==> config.mk <==
export PLATFORM = sky130hd
export DESIGN_NAME = md_audio_decim
export DESIGN_NICKNAME = d
export VERILOG_FILES = /design/src/rtl/md_audio_decim.sv
export SDC_FILE = /design/constraint.sdc
export NUM_CORES = 1
export LEC_CHECK = 0
export ABC_AREA = 1
export BUFFER_PORTS_ARGS = -buffer_cell sky130_fd_sc_hd__buf_2
export CAP_MARGIN = 15
export CORE_MARGIN = 8
export CORE_UTILIZATION = 45
export DETAILED_ROUTE_END_ITERATION = 10
export GPL_TIMING_DRIVEN = 0
export PLACE_DENSITY = 0.76
export SETUP_SLACK_MARGIN = 0.1
export SKIP_CTS_REPAIR_TIMING = 1
export SYNTH_ARGS = -nofsm -noshare
export SYNTH_HDL_FRONTEND = slang
export SYNTH_SLANG_ARGS = --single-unit
==> constraint.sdc <==
create_clock -name MCLK -period 2.5 [get_ports MCLK]
set_clock_uncertainty 0.1 [all_clocks]
set_input_delay 0.5 -clock MCLK [delete_from_list [all_inputs] [get_ports MCLK]]
set_output_delay 0.5 -clock MCLK [all_outputs]
set_load 0.02 [all_outputs]
==> src/rtl/md_audio_decim.sv <==
// Box-car decimator for the YM2612/PSG mix: averages 2^DECIM_LOG2 stereo samples,
// applies a 2^gain/4 scale, saturates to 16 bits and offers the result on valid/ready.
module md_audio_decim #(
    parameter int DECIM_LOG2 = 10
) (
    input  logic        MCLK,
    input  logic        reset,
    input  logic [17:0] in_l,
    input  logic [17:0] in_r,
    input  logic [1:0]  gain,
    output logic [15:0] out_l,
    output logic [15:0] out_r,
    output logic        out_valid,
    input  logic        out_ready,
    output logic        overrun
);

    localparam int ACC_W = 18 + DECIM_LOG2;
    localparam logic [DECIM_LOG2-1:0] CNT_LAST = '1;

    logic [DECIM_LOG2-1:0]   cnt;
    logic signed [ACC_W-1:0] acc_l;
    logic signed [ACC_W-1:0] acc_r;
    logic signed [ACC_W-1:0] in_l_ext;
    logic signed [ACC_W-1:0] in_r_ext;
    logic signed [ACC_W-1:0] sum_l;
    logic signed [ACC_W-1:0] sum_r;
    logic [15:0]             sat_l;
    logic [15:0]             sat_r;
    logic                    window_end;
    logic                    transfer;

    // The shifted average is kept 22 bits wide so a full-scale average at gain=3
    // cannot wrap; bounds are compared before the final >>>2 so floor is preserved.
    function automatic logic [15:0] scale_sat(input logic [17:0] avg, input logic [1:0] g);
        logic signed [21:0] prod;
        prod = {{4{avg[17]}}, avg};
        prod = prod <<< g;
        if (prod > 22'sd131071) begin
            return 16'h7FFF;
        end else if (prod < -22'sd131072) begin
            return 16'h8000;
        end else begin
            return prod[17:2];
        end
    endfunction

    always_comb begin
        in_l_ext   = {{DECIM_LOG2{in_l[17]}}, in_l};
        in_r_ext   = {{DECIM_LOG2{in_r[17]}}, in_r};
        sum_l      = acc_l + in_l_ext;
        sum_r      = acc_r + in_r_ext;
        window_end = (cnt == CNT_LAST);
        transfer   = out_valid & out_ready;
        sat_l      = scale_sat(sum_l[ACC_W-1:DECIM_LOG2], gain);
        sat_r      = scale_sat(sum_r[ACC_W-1:DECIM_LOG2], gain);
    end

    always_ff @(posedge MCLK) begin
        if (reset) begin
            cnt   <= '0;
            acc_l <= '0;
            acc_r <= '0;
        end else begin
            cnt <= cnt + 1'b1;
            if (cnt == '0) begin
                acc_l <= in_l_ext;
                acc_r <= in_r_ext;
            end else begin
                acc_l <= sum_l;
                acc_r <= sum_r;
            end
        end
    end

    // A new window result always wins over a pending one; losing an untaken sample is flagged.
    always_ff @(posedge MCLK) begin
        if (reset) begin
            out_l     <= '0;
            out_r     <= '0;
            out_valid <= 1'b0;
            overrun   <= 1'b0;
        end else if (window_end) begin
            out_l     <= sat_l;
            out_r     <= sat_r;
            out_valid <= 1'b1;
            if (out_valid && !out_ready) begin
                overrun <= 1'b1;
            end
        end else if (transfer) begin
            out_valid <= 1'b0;
        end
    end

endmodule

* After elaboration in Yosys (flattened, before gate mapping) *
Cells that the tools add are included.

word-level totals
  register bits = 100
  output and inout bits = 34

operators by class
  mux-type cells = 8
  add/subtract/negate cells = 3
  bitwise operators = 1
  reductions and logical operators = 5
  $lt $le $gt $ge = 4
  equality and inequality tests = 1
  shift operators = 2

operators with widths
  operator                 count
  $mux W16                 4
  $add A28 B18 Y28         2
  $mux W28                 2
  $gt A22 B18 Y1 const B   2
  $lt A22 B18 Y1 const B   2
  $sshl A18 B2 Y22         2
  $add A10 B1 Y10 const B  1
  $eq A10 B10 Y1 const B   1
  $logic_not A10 Y1        1
  $mux W1                  2
  $reduce_and A2 Y1        1
  $reduce_bool A2 Y1       1
  $and A1 B1 Y1            1
  $logic_and A1 B1 Y1      1
  $logic_not A1 Y1         1

* Logic depth before layout (Yosys ltp) *
  depth after elaboration = 5
  mapped depth = 20
  mapped depth without buffers = 19

* Worst setup path after synthesis *
OpenSTA, ideal clock, no wires.

  kind = in2reg
  from = input in_r[0]
  to = register out_r[14]
  arrival time = 2,400 ps
  data required time = 2,334 ps
  cell stages on the path = 19
  path buffers = 1
  path slack = -66 ps
  cell sequence = ha_1 inv_1 fa_1 inv_1 nand3_1 nand3_1 nand2_1 nand2_1 nand2_1 nand3_1 nand2_1 nand3_1 nand3_1 nand2_1 nand2_1 nand2_2 buf_6 nand2_1 a21oi_2

on the way
  cells in the longest elaborated chain, start to end = 5
  elaborated cells on any way between the ends = 6
  those cells by class = add/sub (1); order compare (2); shift (1); mux (2)

RTL lines
  element               RTL line  RTL
  from (decl)           9         input logic [17:0] in_r,
  $add A28 B18 Y28 *    52        sum_r = acc_r + in_r_ext;
  $sshl A18 B2 Y22 *    38        prod = prod <<< g;
  $lt A22 B18 Y1        41        end else if (prod < -22'sd131072) begin
  $mux W16              41
  $mux W16 *            39        if (prod > 22'sd131071) begin
  to (signal assigned)  85        out_r <= sat_r;
  to (decl)             12        output logic [15:0] out_r,

Every way passes the cells marked *; elsewhere a longest branch is shown, timed or not.
A chain may end at the register's enable or synchronous reset.

* Worst setup path after layout *
  from = register acc_r[10]
  to = register out_r[12]

on the way
  cells in the longest elaborated chain, start to end = 5
  elaborated cells on any way between the ends = 6
  those cells by class = add/sub (1); order compare (2); shift (1); mux (2)

RTL lines
  element                 RTL line  RTL
  from (decl)             23        logic signed [ACC_W-1:0] acc_r;
  from (signal assigned)  68        acc_r <= in_r_ext;
  from (signal assigned)  71        acc_r <= sum_r;
  $add A28 B18 Y28 *      52
  $sshl A18 B2 Y22 *      38
  $lt A22 B18 Y1          41
  $mux W16                41
  $mux W16 *              39

Marked as above.

==> out/results.tsv <==
stage	metric	value	unit
run_status	status	finished with violations	
run_status	failing checks	negative setup slack	
final_layout	fin nets	1535	
pwr	worst ir drop on vdd	0.3906	mV
die	Core ar.	17780	um2
clocking	clk root buf	clkbuf_16	
detailed_routing	# DRC	0	
sta	min cycle time layout	2.539	ns
pwr	Comb pwr share	55.3	%
clocking	Worst-path clk slew	0.08	ns
worst_setup_path	register-to-register setup slack	-0.04	ns
detailed_routing	vias	9384	
synthesis	Post-Synthesis Cells	1313	
worst_setup_path	Worst Path Arrival	2.73	ns
clocking	CTS tree	done	
detailed_routing	number of routed nets with antenna violations	0	
sta	Slew Limit Fails	0	
sta	Max Clock Freq	393.9	MHz
pwr	clock share of power	19.6	%
pwr	sw power	3.341	mW
final_layout	Antenna diodes	0	
grt	initial antenna violation count	0	
synthesis	top post-synthesis cells by area	dfxtp_1, nand2_1, nand3_1	
pwr	Sw Ratio	44.64	%
synthesis	Yosys cell types	40	
die	Die Width	150.1	um
pwr	Power Dens Cells	681.9	nW/um2
synthesis	Synth Register Bits	100	
final_layout	fraction of layout cells with a size suffix above 1	31.74	%
detailed_routing	iteration-0 DRC count of the detailed router	869	
synthesis	Seq/Total Area, Yosys	24.75	%
worst_setup_path	cells along the critical path	ha_4 -> nand2_1 -> inv_1 -> nand2_1 -> nand3_1 -> a21o_1 -> nand2_1 -> nand4_1 -> nand3_2 -> nand3_2 -> nand2_2 -> nand2_2 -> nand2_4 -> buf_6 -> nand2_1 -> a21oi_2	
place	GPL Wtd Cong	0.9772	
grt	largest net degree at the start of global routing	17	
worst_setup_path	CP endpoint	out_r[12]	
synthesis	Syn Area/Cell	6.160	um2
worst_setup_path	Req. time, crit path	2.70	ns
sta	part of the cycle the worst path needs	101.5	%
worst_setup_path	Crit path largest cell delay	0.36	ns
die	die area	22520	um2
sta	final worst slack	-0.03863	ns
detailed_routing	Detailed Route WL	27970	um
clocking	Clock Latency Late Sink	0.37	ns
synthesis	asr flop ratio synth	0	%
synthesis	count leader, synth	nand2_1	
clocking	Num CTS Buffers	9	
synthesis	post-synth top area cell	dfxtp_1	
min_path	Hold Path Class	in2reg	
place	post-place setup slack	-0.5692	ns
place	Post-DP HPWL	19680	um
synthesis	share of the synthesized area in the top cell type	24.75	%
sta	slew of the pin with the lowest slew margin	0.7460	ns
synthesis	Syn Nets	1412	
synthesis	number of synthesized flops with an enable pin	0	
worst_setup_path	critical path's slowest cell	dfxtp_1	
die	I/O pin cnt	75	
job	max-cap violation count	0	
detailed_routing	vias per std cell	5.623	
worst_setup_path	Buf/Inv on CP	2	
clocking	number of clock sinks	100	
worst_setup_path	RR Startpoint	acc_r[10]	
pwr	Leakage	5.170	nW
sta	Final Hold Vio Count	0	
place	port bufs	73	
die	initial core utilization	45.49	%
worst_setup_path	worst reg2reg path endpoint	out_r[12]	
worst_setup_path	type of element launching the critical path	register	
sta	Rel. slew slack	50.27	%
worst_setup_path	Crit path depth	16	
final_layout	Fillers	1526	
grt	first-pass GRT wire length	39500	um
worst_setup_path	CP Max Fanout	7	
synthesis	top post-synthesis cells by count	nand2_1, inv_1, nand3_1	
sta	Setup TNS	-0.2159	ns
synthesis	Yosys warnings	0	
grt	global route total overflow	0	
worst_setup_path	worst reg2reg path depth	16	
synthesis	ys flop type	dfxtp_1	
grt	number of global-route vias before repair	8184	
pwr	Reg power frac	25.1	%
worst_setup_path	critical path's most frequent cell	nand2_1	
sta	Final setup viols	9	
worst_setup_path	crit path launch	acc_r[10]	
detailed_routing	DR pass1 iterations	6	
pwr	Pint	4.143	mW
detailed_routing	WL per Instance	16.76	um
worst_setup_path	Worst path top cell family by delay	simple AND/OR/NAND/NOR gates	
sta	RSZ-0062 raised after global routing	yes	
die	Die Ht	150.1	um
die	Row Count	49	
final_layout	P&R area growth vs syn	35.69	%
clocking	H-tree level count	3	
clocking	Clock Tree Buf Depth	2	
worst_setup_path	crit path kind	reg2reg	
grt	GRT Total Usage	21.77	%
worst_setup_path	Setup crit end kind	register	
synthesis	Cell Area, Synth	8088	um2
## worst min-delay path, stage by stage
cell    delay, ns
buf_2        0.11
nor2_1       0.05
nor2_1       0.08
## worst min-delay path by stage
| stage | from | cells after the start | slack [ns] | to |
|---|---|---|---|---|
| after global routing | in_l[0] | 3 | 0.33 | acc_l[0] |
| final | in_r[0] | 3 | 0.31 | acc_r[0] |
| after floorplan | cnt[0] | 1 | 0.33 | cnt[0] |
| after global placement | cnt[0] | 1 | 0.35 | cnt[0] |
| after CTS | out_ready | 4 | 0.30 | out_valid |
| after detailed placement | out_l[15] | 2 | 0.36 | out_l[15] |
## placed cells by master, fill, tap and decap left out, types with 53 or more instances in the layout
cell type and n:
nor2_1 67, a21oi_2 53, nand3_1 116, o21ai_0 63, a21oi_1 54, buf_2 71, dfxtp_1 89, nand2_1 317
nand2_2 65, inv_1 146
## final cells by class
class | count | area [um2] | share of cell area, %
Multi-Input combinational cell | 1015 | 6828 | 62.22
Sequential cell | 100 | 2016 | 18.37
Timing Repair Buffer | 112 | 752.0 | 6.852
Inverter | 156 | 593.1 | 5.404
Tap cell | 229 | 286.5 | 2.611
Clock buffer | 9 | 225.2 | 2.052
Buffer | 42 | 210.2 | 1.915
Clock inverter | 6 | 63.81 | 0.5815
## state kept, by name (all words and copies together), names as in the netlist
| name | flops |
|---|---|
| acc_l | 28 |
| acc_r | 28 |
| out_l | 16 |
| out_r | 16 |
| cnt | 10 |
| out_valid | 1 |
| overrun | 1 |
## power groups by stage
stage / Clock, mW / Combinational (mW) / Sequential [mW]
6_report: 1.47 / 4.14 / 1.88
5_1_grt: 1.52 / 4.49 / 1.89
4_1_cts: 1.46 / 3.06 / 1.82
3_3_place_gp: 0 / 3.00 / 1.85
2_1_floorplan: 0 / 2.32 / 1.84
3_5_place_dp: 0 / 3.04 / 1.85
## logic make-up (layout without fill, tap and decap cells)
kind of cell             Yosys count  in the layout  synth area share (%)
AO/OA/AOI/OAI                    232            232                 16.24
XOR/XNOR                          31             31                 3.357
adder cells (fa/ha/maj)           58             58                 9.158
buffers and inverters            198            325                 9.622
flip-flops                       100            100                 24.75
multiplexers                       1              1                0.1238
AND/OR/NAND/NOR                  693            693                 36.74
## per-stage QoR
| step | cell area, um2 | hold WS (ns) | utilization (%) | total power, mW | instances |
|---|---|---|---|---|---|
| finish | 10970 | 0.3058 | 61.72 | 7.483 | 1669 |
| CTS | 9181 | 0.3035 | 51.64 | 6.336 | 1630 |
| global route | 10970 | 0.3309 | 61.72 | 7.906 | 1669 |
| floorplan | 8240 | 0.3300 | - | 4.157 | 1313 |
| global placement | 8892 | 0.3464 | 50.01 | 4.842 | 1615 |
| detailed placement | 8892 | 0.3575 | 50.01 | 4.886 | 1615 |
## routing by layer
layer  vias to the layer above  wire, um  global-route usage, %
li1                       4538         -                      -
met1                      4407     11310                  25.99
met2                       340     14010                  38.24
met3                        99      1490                  3.840
met4                         0      1149                  7.996
met5                         -         0                      0
Note: power is estimated with default switching activity, not from simulation.
